## config.mk

```make
export PLATFORM = sky130hd
export DESIGN_NAME = seg_scan_decoder
export DESIGN_NICKNAME = d
export VERILOG_FILES = /design/src/rtl/seg_scan_decoder.sv
export SDC_FILE = /design/constraint.sdc
export NUM_CORES = 1
export LEC_CHECK = 0
export BUFFER_PORTS_ARGS = -buffer_cell sky130_fd_sc_hd__buf_2
export CAP_MARGIN = 0
export CORE_MARGIN = 3
export CORE_UTILIZATION = 48
export CTS_CLUSTER_DIAMETER = 200
export DETAILED_ROUTE_END_ITERATION = 8
export PLACE_DENSITY = 0.68
export SYNTH_ARGS = -nofsm -noshare
export SYNTH_HDL_FRONTEND = slang
export SYNTH_SLANG_ARGS = --single-unit
```

## constraint.sdc

```tcl
create_clock -name clk -period 4.9 [get_ports clk]
set_input_delay 0.98 -clock clk [delete_from_list [all_inputs] [get_ports clk]]
set_output_delay 0.98 -clock clk [all_outputs]
set_load 0.03 [all_outputs]
```

## src/rtl/seg_scan_decoder.sv

```systemverilog
// ============================================================================
// Module   : seg_scan_decoder
// Purpose  : Decodes a time-multiplexed active-low 8-digit seven-segment bus
//            back into a 32-bit hex frame with dp and error masks.
// Revision : 1.0 - initial release
// ============================================================================
`default_nettype none

module seg_scan_decoder #(
    parameter int STABLE_CYC = 4
) (
    input  logic        clk,
    input  logic        rst,
    input  logic [7:0]  seg_id,
    input  logic [7:0]  seg_in,
    output logic [31:0] value,
    output logic [7:0]  dp_mask,
    output logic [7:0]  err_mask,
    output logic        frame_valid,
    output logic        locked
);

    typedef enum logic [0:0] {
        SYNC    = 1'b0,
        COLLECT = 1'b1
    } state_t;

    localparam logic [7:0] c_stable    = 8'(STABLE_CYC);
    localparam logic [7:0] c_stable_m1 = 8'(STABLE_CYC - 1);

    state_t      r_state;
    state_t      w_state_nxt;
    logic [15:0] r_s_q;
    logic [7:0]  r_cnt;
    logic [31:0] r_sh_nib;
    logic [7:0]  r_sh_dp;
    logic [7:0]  r_sh_err;
    logic [7:0]  r_seen;
    logic [31:0] r_value;
    logic [7:0]  r_dp_mask;
    logic [7:0]  r_err_mask;
    logic        r_frame_valid;
    logic        r_locked;

    logic [15:0] w_pair;
    logic        w_same;
    logic        w_strobe;
    logic [7:0]  w_sel;
    logic        w_sel_one;
    logic        w_cap;
    logic [3:0]  w_nib;
    logic        w_err;
    logic        w_dp;
    logic [31:0] w_mask32;
    logic [31:0] w_nib_merged;
    logic [7:0]  w_dp_merged;
    logic [7:0]  w_err_merged;
    logic [7:0]  w_seen_merged;
    logic        w_accept;
    logic        w_done;

    assign w_pair   = {seg_id, seg_in};
    assign w_same   = (w_pair == r_s_q);
    assign w_strobe = w_same && (r_cnt == c_stable_m1);

    // At the strobe the input equals s_q, so decode from the registered copy.
    assign w_sel     = ~r_s_q[15:8];
    assign w_sel_one = (w_sel != 8'd0) && ((w_sel & (w_sel - 8'd1)) == 8'd0);
    assign w_cap     = w_strobe && w_sel_one;
    assign w_dp      = ~r_s_q[0];

    always_comb begin
        w_nib = 4'h0;
        w_err = 1'b0;
        case ({r_s_q[7:1], 1'b1})
            8'h03:   w_nib = 4'h0;
            8'h9F:   w_nib = 4'h1;
            8'h25:   w_nib = 4'h2;
            8'h0D:   w_nib = 4'h3;
            8'h99:   w_nib = 4'h4;
            8'h49:   w_nib = 4'h5;
            8'h41:   w_nib = 4'h6;
            8'h1F:   w_nib = 4'h7;
            8'h01:   w_nib = 4'h8;
            8'h09:   w_nib = 4'h9;
            8'h11:   w_nib = 4'hA;
            8'hC1:   w_nib = 4'hB;
            8'h63:   w_nib = 4'hC;
            8'h85:   w_nib = 4'hD;
            8'h61:   w_nib = 4'hE;
            8'h71:   w_nib = 4'hF;
            default: w_err = 1'b1;
        endcase
    end

    generate
        for (genvar k = 0; k < 8; k++) begin : g_mask
            assign w_mask32[4*k +: 4] = {4{w_sel[k]}};
        end
    endgenerate

    // Shadow contents with the current capture folded in; used both for the
    // shadow update and for publishing a completed frame in the same edge.
    assign w_nib_merged  = (r_sh_nib & ~w_mask32) | ({8{w_nib}} & w_mask32);
    assign w_dp_merged   = (r_sh_dp  & ~w_sel)    | ({8{w_dp}}  & w_sel);
    assign w_err_merged  = (r_sh_err & ~w_sel)    | ({8{w_err}} & w_sel);
    assign w_seen_merged = r_seen | w_sel;

    always_comb begin
        w_state_nxt = r_state;
        w_accept    = 1'b0;
        w_done      = 1'b0;
        case (r_state)
            SYNC: begin
                if (w_cap && (w_sel == 8'h01)) begin
                    w_accept    = 1'b1;
                    w_state_nxt = COLLECT;
                end
            end
            COLLECT: begin
                if (w_cap) begin
                    w_accept = 1'b1;
                    w_done   = (w_seen_merged == 8'hFF);
                end
            end
            default: w_state_nxt = SYNC;
        endcase
    end

    always_ff @(posedge clk or posedge rst) begin
        if (rst) begin
            r_state <= SYNC;
        end else begin
            r_state <= w_state_nxt;
        end
    end

    always_ff @(posedge clk or posedge rst) begin
        if (rst) begin
            r_s_q <= 16'hFFFF;
            r_cnt <= 8'd0;
        end else begin
            r_s_q <= w_pair;
            if (!w_same) begin
                r_cnt <= 8'd0;
            end else if (r_cnt < c_stable) begin
                r_cnt <= r_cnt + 8'd1;
            end
        end
    end

    always_ff @(posedge clk or posedge rst) begin
        if (rst) begin
            r_sh_nib      <= 32'd0;
            r_sh_dp       <= 8'd0;
            r_sh_err      <= 8'd0;
            r_seen        <= 8'd0;
            r_value       <= 32'd0;
            r_dp_mask     <= 8'd0;
            r_err_mask    <= 8'd0;
            r_frame_valid <= 1'b0;
            r_locked      <= 1'b0;
        end else begin
            r_frame_valid <= w_done;
            if (w_accept) begin
                r_sh_nib <= w_nib_merged;
                r_sh_dp  <= w_dp_merged;
                r_sh_err <= w_err_merged;
                if (w_done) begin
                    r_seen <= 8'd0;
                end else if (r_state == SYNC) begin
                    r_seen <= 8'h01;
                end else begin
                    r_seen <= w_seen_merged;
                end
            end
            if (w_done) begin
                r_value    <= w_nib_merged;
                r_dp_mask  <= w_dp_merged;
                r_err_mask <= w_err_merged;
                r_locked   <= 1'b1;
            end
        end
    end

    assign value       = r_value;
    assign dp_mask     = r_dp_mask;
    assign err_mask    = r_err_mask;
    assign frame_valid = r_frame_valid;
    assign locked      = r_locked;

endmodule

`default_nettype wire

```

After elaboration in Yosys (flattened, before gate mapping)
Index checks and enable logic that the tools add are counted.
{"block": "classes", "add_sub_neg": 2, "mul": 0, "n_div": 0, "n_lt_le_gt_ge": 1, "eq_ne": 20, "n_shift": 0, "mux": 12, "bitwise": 16, "n_reduce_logical": 8}
{"cell": "AND 32 bit", "n": 2}
{"cell": "case mux 4 bit (15 select lines)", "n": 1}
{"cell": "AND 8 bit", "n": 5}
{"cell": "equality test 7 x 6 -> 1 bit (second input constant)", "n": 5}
{"cell": "2-to-1 mux 8 bit", "n": 4}
{"cell": "inverter 32 bit", "n": 1}
{"cell": "OR 32 bit", "n": 1}
{"cell": "equality test 7 bit (second input constant)", "n": 4}
{"cell": "OR 8 bit", "n": 3}
{"cell": "equality test 16 bit", "n": 1}
{"cell": "inverter 8 bit", "n": 2}
{"cell": "OR reduction 16 bit", "n": 1}
{"cell": "equality test 7 x 3 -> 1 bit (second input constant)", "n": 2}
{"cell": "equality test 7 x 4 -> 1 bit (second input constant)", "n": 2}
{"cell": "adder 8 x 1 -> 8 bit (second input constant)", "n": 1}
{"cell": "equality test 8 x 1 -> 1 bit (second input constant)", "n": 1}
{"cell": "equality test 8 x 2 -> 1 bit (second input constant)", "n": 1}
{"cell": "equality test 8 bit (second input constant)", "n": 1}
{"cell": "zero test 8 bit", "n": 1}
{"cell": "less-than comparator 8 x 3 -> 1 bit (second input constant)", "n": 1}
{"cell": "nonzero test 8 bit", "n": 1}
{"cell": "subtractor 8 x 1 -> 8 bit (second input constant)", "n": 1}
{"cell": "equality test 7 x 1 -> 1 bit (second input constant)", "n": 1}
{"cell": "equality test 7 x 5 -> 1 bit (second input constant)", "n": 1}
{"cell": "6 further kinds", "n": 15}
{"block": "totals", "register_bits": 131, "latch_bits": 0, "mem_bits_rw": 0, "romBits": 0, "in_bits": 18, "output_inout_bits": 50, "memories": 0}

Logic depth before layout (Yosys ltp)
Gate-level depths: netlist of the first run.
{"block": "logic_depth", "depth_word": 9, "ltp_mapped": 10, "mapped_depth_nobuf": 6}

Worst setup path before layout of the first run
Ideal clock, no wire load.
{"block": "synth_timing", "path_kind": "input-to-reg", "from": "input port seg_in[6]", "to": "register r_sh_err[1]", "arrival_ns": 2.497, "required_time_ns": 4.772, "path_slack_ns": 2.275, "stages": 8, "path_cell_list": "xnor2_1 -> nand4_1 -> nor4_2 -> buf_4 -> nand4_1 -> buf_4 -> nor2_4 -> mux2_1"}
{"block": "synth_between", "elab_chain_cells": 6}
{"element": "from (decl)", "line_no": "15", "rtl": "input logic [7:0] seg_in,"}
{"element": "equality test 16 bit (*)", "line_no": "63", "rtl": "assign w_same = (w_pair == r_s_q);"}
{"element": "logical AND 1 bit (*)", "line_no": "64", "rtl": "assign w_strobe = w_same && (r_cnt == c_stable_m1);"}
{"element": "logical AND 1 bit (*)", "line_no": "69", "rtl": "assign w_cap = w_strobe && w_sel_one;"}
{"element": "logical AND 1 bit", "line_no": "115", "rtl": "if (w_cap && (w_sel == 8'h01)) begin"}
{"element": "2-to-1 mux 1 bit", "line_no": "115"}
{"element": "case mux 1 bit (2 select lines) (*)", "line_no": "113", "rtl": "case (r_state)"}
{"element": "to (signal assigned)", "line_no": "168", "rtl": "r_sh_err <= w_err_merged;"}
{"element": "to (decl)", "line_no": "37", "rtl": "logic [7:0] r_sh_err;"}
Mark *: on every way between the ends. The rest lies on a longest branch, timed or not.
A chain may end at the register's enable or synchronous reset.

Final worst setup path of the first run
{"block": "layout_timing", "from": "register r_s_q[0]", "to": "register r_sh_nib[15]"}
{"block": "layout_between", "elab_chain_cells": 6}
{"element": "from (decl)", "line_no": "33", "rtl": "logic [15:0] r_s_q;"}
{"element": "from (signal assigned)", "line_no": "143", "rtl": "r_s_q <= w_pair;"}
{"element": "equality test 16 bit (*)", "line_no": "63"}
{"element": "logical AND 1 bit (*)", "line_no": "64"}
{"element": "logical AND 1 bit (*)", "line_no": "69"}
{"element": "logical AND 1 bit", "line_no": "115"}
{"element": "2-to-1 mux 1 bit", "line_no": "115"}
{"element": "case mux 1 bit (2 select lines) (*)", "line_no": "113"}
{"element": "to (signal assigned)", "line_no": "166", "rtl": "r_sh_nib <= w_nib_merged;"}
{"element": "to (decl)", "line_no": "35", "rtl": "logic [31:0] r_sh_nib;"}
Marked as above.

==> flow_metrics.env, run 1 <==
export IMPL_peakVddDrop_mv=0.263
export IMPL_start_util=0.496
export IMPL_cp_data_required_time_ps=5190
export IMPL_core_area_um2=12100
export IMPL_n_fill_cell=1060
export IMPL_design_area_um2=6920
export IMPL_synth_edf_count=0
export IMPL_layout_area_overhead_vs_synth_pct=15.3
export IMPL_switching_power_mw=0.517
export IMPL_crit_path_start_kind="register"
export IMPL_post_drt_wl_per_cell_um=16.4
export IMPL_avgSynthCellArea_um2=11.2
export IMPL_finalNetCount=605
export IMPL_fin_tns_setup_ps=0
export IMPL_ys_flop_type="dfrtp_1"
export IMPL_clk_latency_ps=410
export IMPL_total_leakage_power_nw=3.34
export IMPL_track_usage=0.198
export IMPL_n_antenna_cell=0
export IMPL_max_slew_margin=0.320
export IMPL_pwr_share_comb=0.040
export IMPL_final_util=0.571
export IMPL_grt_pass1_vias=4103
export IMPL_vias_per_cell=5.40
export IMPL_die_area_um2=13900
export IMPL_pwr_share_clk=0.478
export IMPL_maxCapViolCount=0
export IMPL_period_needed_ps=3440
export IMPL_status="finished, final reports clean"
export IMPL_place_area_um2=6400
export IMPL_hold_viol=0
export IMPL_dpl_hpwl_um=8450
export IMPL_rsz0062_at_grt="no"
export IMPL_switching_share=0.220
export IMPL_drc=0
export IMPL_gp_congestion=0.797
export IMPL_layout_cells_most_common="dfrtp_1"
export IMPL_ys_warn_count=0
export IMPL_antenna_found_initial=0
export IMPL_seq_area_frac_synth=0.549
export IMPL_cts_repair_resized=0
export IMPL_critPathMaxFanout=17
export IMPL_cellInternalPower_mw=1.83
export IMPL_fin_skew_ps=7.35
export IMPL_async_flop_share=1.00
export IMPL_syn_nets=555
export IMPL_min_path_type="reg2reg"
export IMPL_netlist_area_um2=6000
export IMPL_worst_ep_arrival_time_ps=3730
export IMPL_fmax_mhz=291
export IMPL_grt_pass1_wl_um=21700
export IMPL_ctsHoldBuffers=0
export IMPL_cts_made_buffers=17
export IMPL_cts_root_buf="clkbuf_16"
export IMPL_clkSinkCount=131
export IMPL_clkTransAtPathRegs_ps=50
export IMPL_period_share=0.702
export IMPL_synthCells=536
export IMPL_worstSetupPathType="reg2reg"
export IMPL_io_pins=68
export IMPL_htree_levels=4
export IMPL_clk_path_buf_depth=2
export IMPL_vias=4129
export IMPL_p_seq_frac=0.481
export IMPL_setup_viol=0
export IMPL_mostFrequentLayoutCells="dfrtp_1 (115), buf_2 (67), nand2_1 (57)"
export IMPL_ys_seq_elements=131
export IMPL_slew_viol_final=0
export IMPL_wirelength_um=12500
export IMPL_worst_pin_slew_ps=1020
export IMPL_fp_dieH_um=118
export IMPL_grt_max_degree=90
export IMPL_synth_cell_types=53
export IMPL_dr_first_iter_drc_count=232
export IMPL_drt_pass1_iterations=4
export IMPL_power_density_nw_per_um2=340
export IMPL_cts_setup_buffers=0
export IMPL_cts_tree="yes"
export IMPL_row_count=40
export IMPL_final_layout_size_suffix_gt1_frac=0.233
export IMPL_dieWidth_um=118
export IMPL_grt_overflow=0
export IMPL_cp_end_kind="register"
export IMPL_io_buffers=67
export IMPL_ant_nets=0
## metal layers
metal,up-vias,global-route usage,wire length [um]
met5,-,0,0
met4,0,0.0703,183
met3,14,0.0495,680
met2,119,0.296,5770
met1,2012,0.282,5890
li1,1984,-,-
## synth_stat cells (3+ instances only)
master / n / share of area
dfstp_2: 16 / 0.070
nor2_4: 7 / 0.013
nand4_1: 5 / 0.0052
buf_2: 15 / 0.013
mux2_1: 40 / 0.075
inv_1: 14 / 0.0088
nor4_1: 3 / 0.0031
xnor2_1: 19 / 0.028
clkbuf_1: 20 / 0.013
nand2_1: 57 / 0.036
mux2_2: 8 / 0.015
o2bb2ai_1: 6 / 0.0088
mux2i_1: 25 / 0.042
buf_4: 6 / 0.0075
o21ai_1: 50 / 0.042
nor2b_1: 7 / 0.0073
a2111oi_0: 3 / 0.0044
and2_1: 8 / 0.0083
dfrtp_1: 115 / 0.48
a21oi_1: 36 / 0.030
a31oi_1: 3 / 0.0031
nor4b_1: 3 / 0.0044
nor2_1: 22 / 0.014
nand2b_1: 6 / 0.0063
## path summary, 6_finish.rpt
check                           cells after the start  slack, ps      endpoint     start
max in group asynchronous                           3       3290    r_sh_dp[5]       rst
worst max register to register                      7       1460  r_sh_nib[15]  r_s_q[0]
min in group asynchronous                           2        620     value[26]       rst
worst min register to register                      1        460        locked    locked
worst max-delay path                                7       1460  r_sh_nib[15]  r_s_q[0]
worst min-delay path                                1        460        locked    locked
## power groups by stage
stage	logic, mW	registers, mW	clock network, mW
floorplan	0.0955	1.12	0
global placement	0.0951	1.15	0
detailed placement	0.0975	1.15	0
CTS	0.0980	1.13	1.15
global route	0.107	1.13	1.20
finish	0.0949	1.13	1.12
## registers in the layout (all words and copies together), names as in the netlist
| signal | cells |
|---|---|
| r_sh_nib | 32 |
| value | 32 |
| r_s_q | 16 |
| dp_mask | 8 |
| err_mask | 8 |
| r_cnt | 8 |
| r_seen | 8 |
| r_sh_dp | 8 |
| r_sh_err | 8 |
| frame_valid | 1 |
| locked | 1 |
| r_state | 1 |
## area by class of cell
type | instances | area [um2] | share of cell area
tap | 168 | 210 | 0.0304
clock inverter | 6 | 57.6 | 0.00832
multi-input combinational | 348 | 2450 | 0.354
timing repair buffer | 74 | 388 | 0.0560
clock buffer | 24 | 462 | 0.0667
inverter | 14 | 55.1 | 0.00795
sequential | 131 | 3300 | 0.476
## stage by stage
step | total power [mW] | hold WS, ps | worst slack (ps) | std cells
after floorplan | 1.21 | 454 | 449 | 536
after global placement | 1.24 | 444 | 1250 | 735
after global routing | 2.44 | 501 | 1240 | 765
after detailed placement | 1.25 | 447 | 1110 | 735
after CTS | 2.38 | 463 | 1400 | 765
final | 2.35 | 460 | 1460 | 765
## cell families after synthesis
logic type	Yosys count	share of synthesized area
flops	131	0.549
buf+inv	57	0.0450
fa+ha+maj	2	0.00375
compound gates	116	0.116
mux	73	0.132
xor+xnor	19	0.0277
simple gates	138	0.127
## critical path, stage by stage (launching register included)
cell and delay (ps):
dfstp_2 800, xnor2_1 160, nand4_1 130, nor4_2 290, buf_4 230, nand4_1 790
nor2_4 540, mux2_1 370
(Power assumes the default switching activity.)
==> run 2: changes to the inputs <==
==> constraint.sdc (replaced) <==
create_clock -name clk -period 3.51 [get_ports clk]
set_input_delay 0.702 -clock clk [delete_from_list [all_inputs] [get_ports clk]]
set_output_delay 0.702 -clock clk [all_outputs]
set_load 0.03 [all_outputs]
==> flow_metrics.env, run 2 (same netlist as run 1, synthesis figures left out) <==
export IMPL_status="finished, final reports clean"
export IMPL_final_layout_size_suffix_gt1_frac=0.252
export IMPL_min_path_type="in2reg"
export IMPL_clk_latency_ps=430
export IMPL_crit_path_top_delay_cell="dfstp_2"
export IMPL_cts_setup_buffers=0
export IMPL_worst_ep_arrival_time_ps=3020
export IMPL_cp_data_required_time_ps=3820
export IMPL_clk_path_buf_depth=2
export IMPL_dpl_hpwl_um=8790
export IMPL_drt_pass1_iterations=5
export IMPL_critPathMaxStageDelay_ps=770
export IMPL_min_delay_start="seg_id[3]"
export IMPL_maxCapViolCount=0
export IMPL_ctsHoldBuffers=0
export IMPL_drc=0
export IMPL_cts_root_buf="clkbuf_16"
export IMPL_clkSinkCount=131
export IMPL_io_pins=68
export IMPL_r2r_start="r_s_q[9]"
export IMPL_peakVddDrop_mv=0.332
export IMPL_crit_path_start_kind="register"
export IMPL_fin_tns_setup_ps=0
export IMPL_die_area_um2=13900
export IMPL_setup_viol=0
export IMPL_period_needed_ps=2710
export IMPL_dieWidth_um=118
export IMPL_period_share=0.773
export IMPL_htree_levels=4
export IMPL_worst_r2r_path_depth=6
export IMPL_hold_viol=0
export IMPL_grt_pass1_vias=4122
export IMPL_slew_viol_final=0
export IMPL_timing_critical_path_buf_inv=1
export IMPL_fmax_mhz=369
export IMPL_antenna_found_initial=0
export IMPL_ant_nets=0
export IMPL_post_drt_wl_per_cell_um=16.5
export IMPL_place_area_um2=6450
export IMPL_row_count=40
export IMPL_vias=4131
export IMPL_worst_hold_path_endpoint="r_s_q[11]"
export IMPL_io_buffers=67
export IMPL_total_leakage_power_nw=3.40
export IMPL_finalNetCount=609
export IMPL_dr_first_iter_drc_count=259
export IMPL_cts_repair_resized=0
export IMPL_fp_dieH_um=118
export IMPL_design_area_um2=7070
export IMPL_clkTransAtPathRegs_ps=60
export IMPL_max_slew_margin=0.389
export IMPL_rsz0062_at_grt="no"
export IMPL_total_power_mw=3.54
export IMPL_worstSetupPathType="reg2reg"
export IMPL_worst_pin_slew_ps=915
export IMPL_mostFrequentLayoutCells="dfrtp_1 (115), buf_2 (67), nand2_1 (57)"
export IMPL_layout_area_overhead_vs_synth_pct=17.8
export IMPL_start_util=0.496
export IMPL_fin_skew_ps=8.92
export IMPL_critical_path_top_delay_family="flip-flops"
export IMPL_worstHoldPathCells=1
export IMPL_ff2ff_setup_slack_ps=800
export IMPL_vias_per_cell=5.36
export IMPL_core_area_um2=12100
export IMPL_cts_tree="yes"
export IMPL_worstPathCellList="and4_1, a21oi_1, a41oi_1, nand4bb_4, buf_4, mux2_2"
export IMPL_layout_cells_most_common="dfrtp_1"
export IMPL_r2r_end="err_mask[7]"
export IMPL_wirelength_um=12700
export IMPL_cp_end_kind="register"
export IMPL_n_antenna_cell=0
export IMPL_grt_max_degree=90
export IMPL_grt_overflow=0
export IMPL_track_usage=0.194
export IMPL_grt_pass1_wl_um=21500
export IMPL_critPathMaxFanout=89
export IMPL_power_density_nw_per_um2=501
export IMPL_gp_congestion=0.815
export IMPL_cts_made_buffers=17
run 2: cell count changes in the layout (fill, tap and decap cells not counted), moves of 2 or more:
cell        change
clkinv_2        -3
bufinv_16       +2
clkinvlp_4      +3
clkbuf_1        -6
buf_4           +3
clkinv_4        +4
inv_6           +3
run 2: where the power goes:
part	switching (mW)	total [mW]	internal, mW
sequential	0.0467	1.58	1.53
combinational	0.0814	0.137	0.0552
clock	0.684	1.83	1.14
total	0.812	3.54	2.73
run 2: metal layers:
layer	share of wire	global-route usage
met1	0.47	0.263
met3	0.044	0.0562
met4	0.021	0.0762
met5	0	0
met2	0.46	0.297
run 2: layout make-up:
cell class | count | area (um2)
tap | 168 | 210
multi-input combinational | 348 | 2460
timing repair buffer | 78 | 430
fill | 1049 | 5040
clock inverter | 14 | 179
clock buffer | 18 | 439
sequential | 131 | 3300
inverter | 14 | 56.3
run 2: worst max path at each step:
stage	start	end	slack [ps]	cells after the start
after floorplan	seg_in[6]	r_sh_nib[18]	1160	8
final	r_s_q[9]	err_mask[7]	800	6
after CTS	r_s_q[11]	err_mask[7]	770	6
after detailed placement	seg_id[1]	r_sh_nib[1]	730	9
after global routing	r_s_q[11]	err_mask[7]	550	6
after global placement	r_s_q[11]	err_mask[3]	800	6
run 2: per-stage QoR:
step                cells   util  hold WS, ps  worst slack, ps
finish                771  0.584          390              797
global route          771  0.584          380              554
CTS                   771  0.584          381              765
detailed placement    739  0.533          453              735
global placement      739  0.533          454              803
floorplan             536      -          454             1160
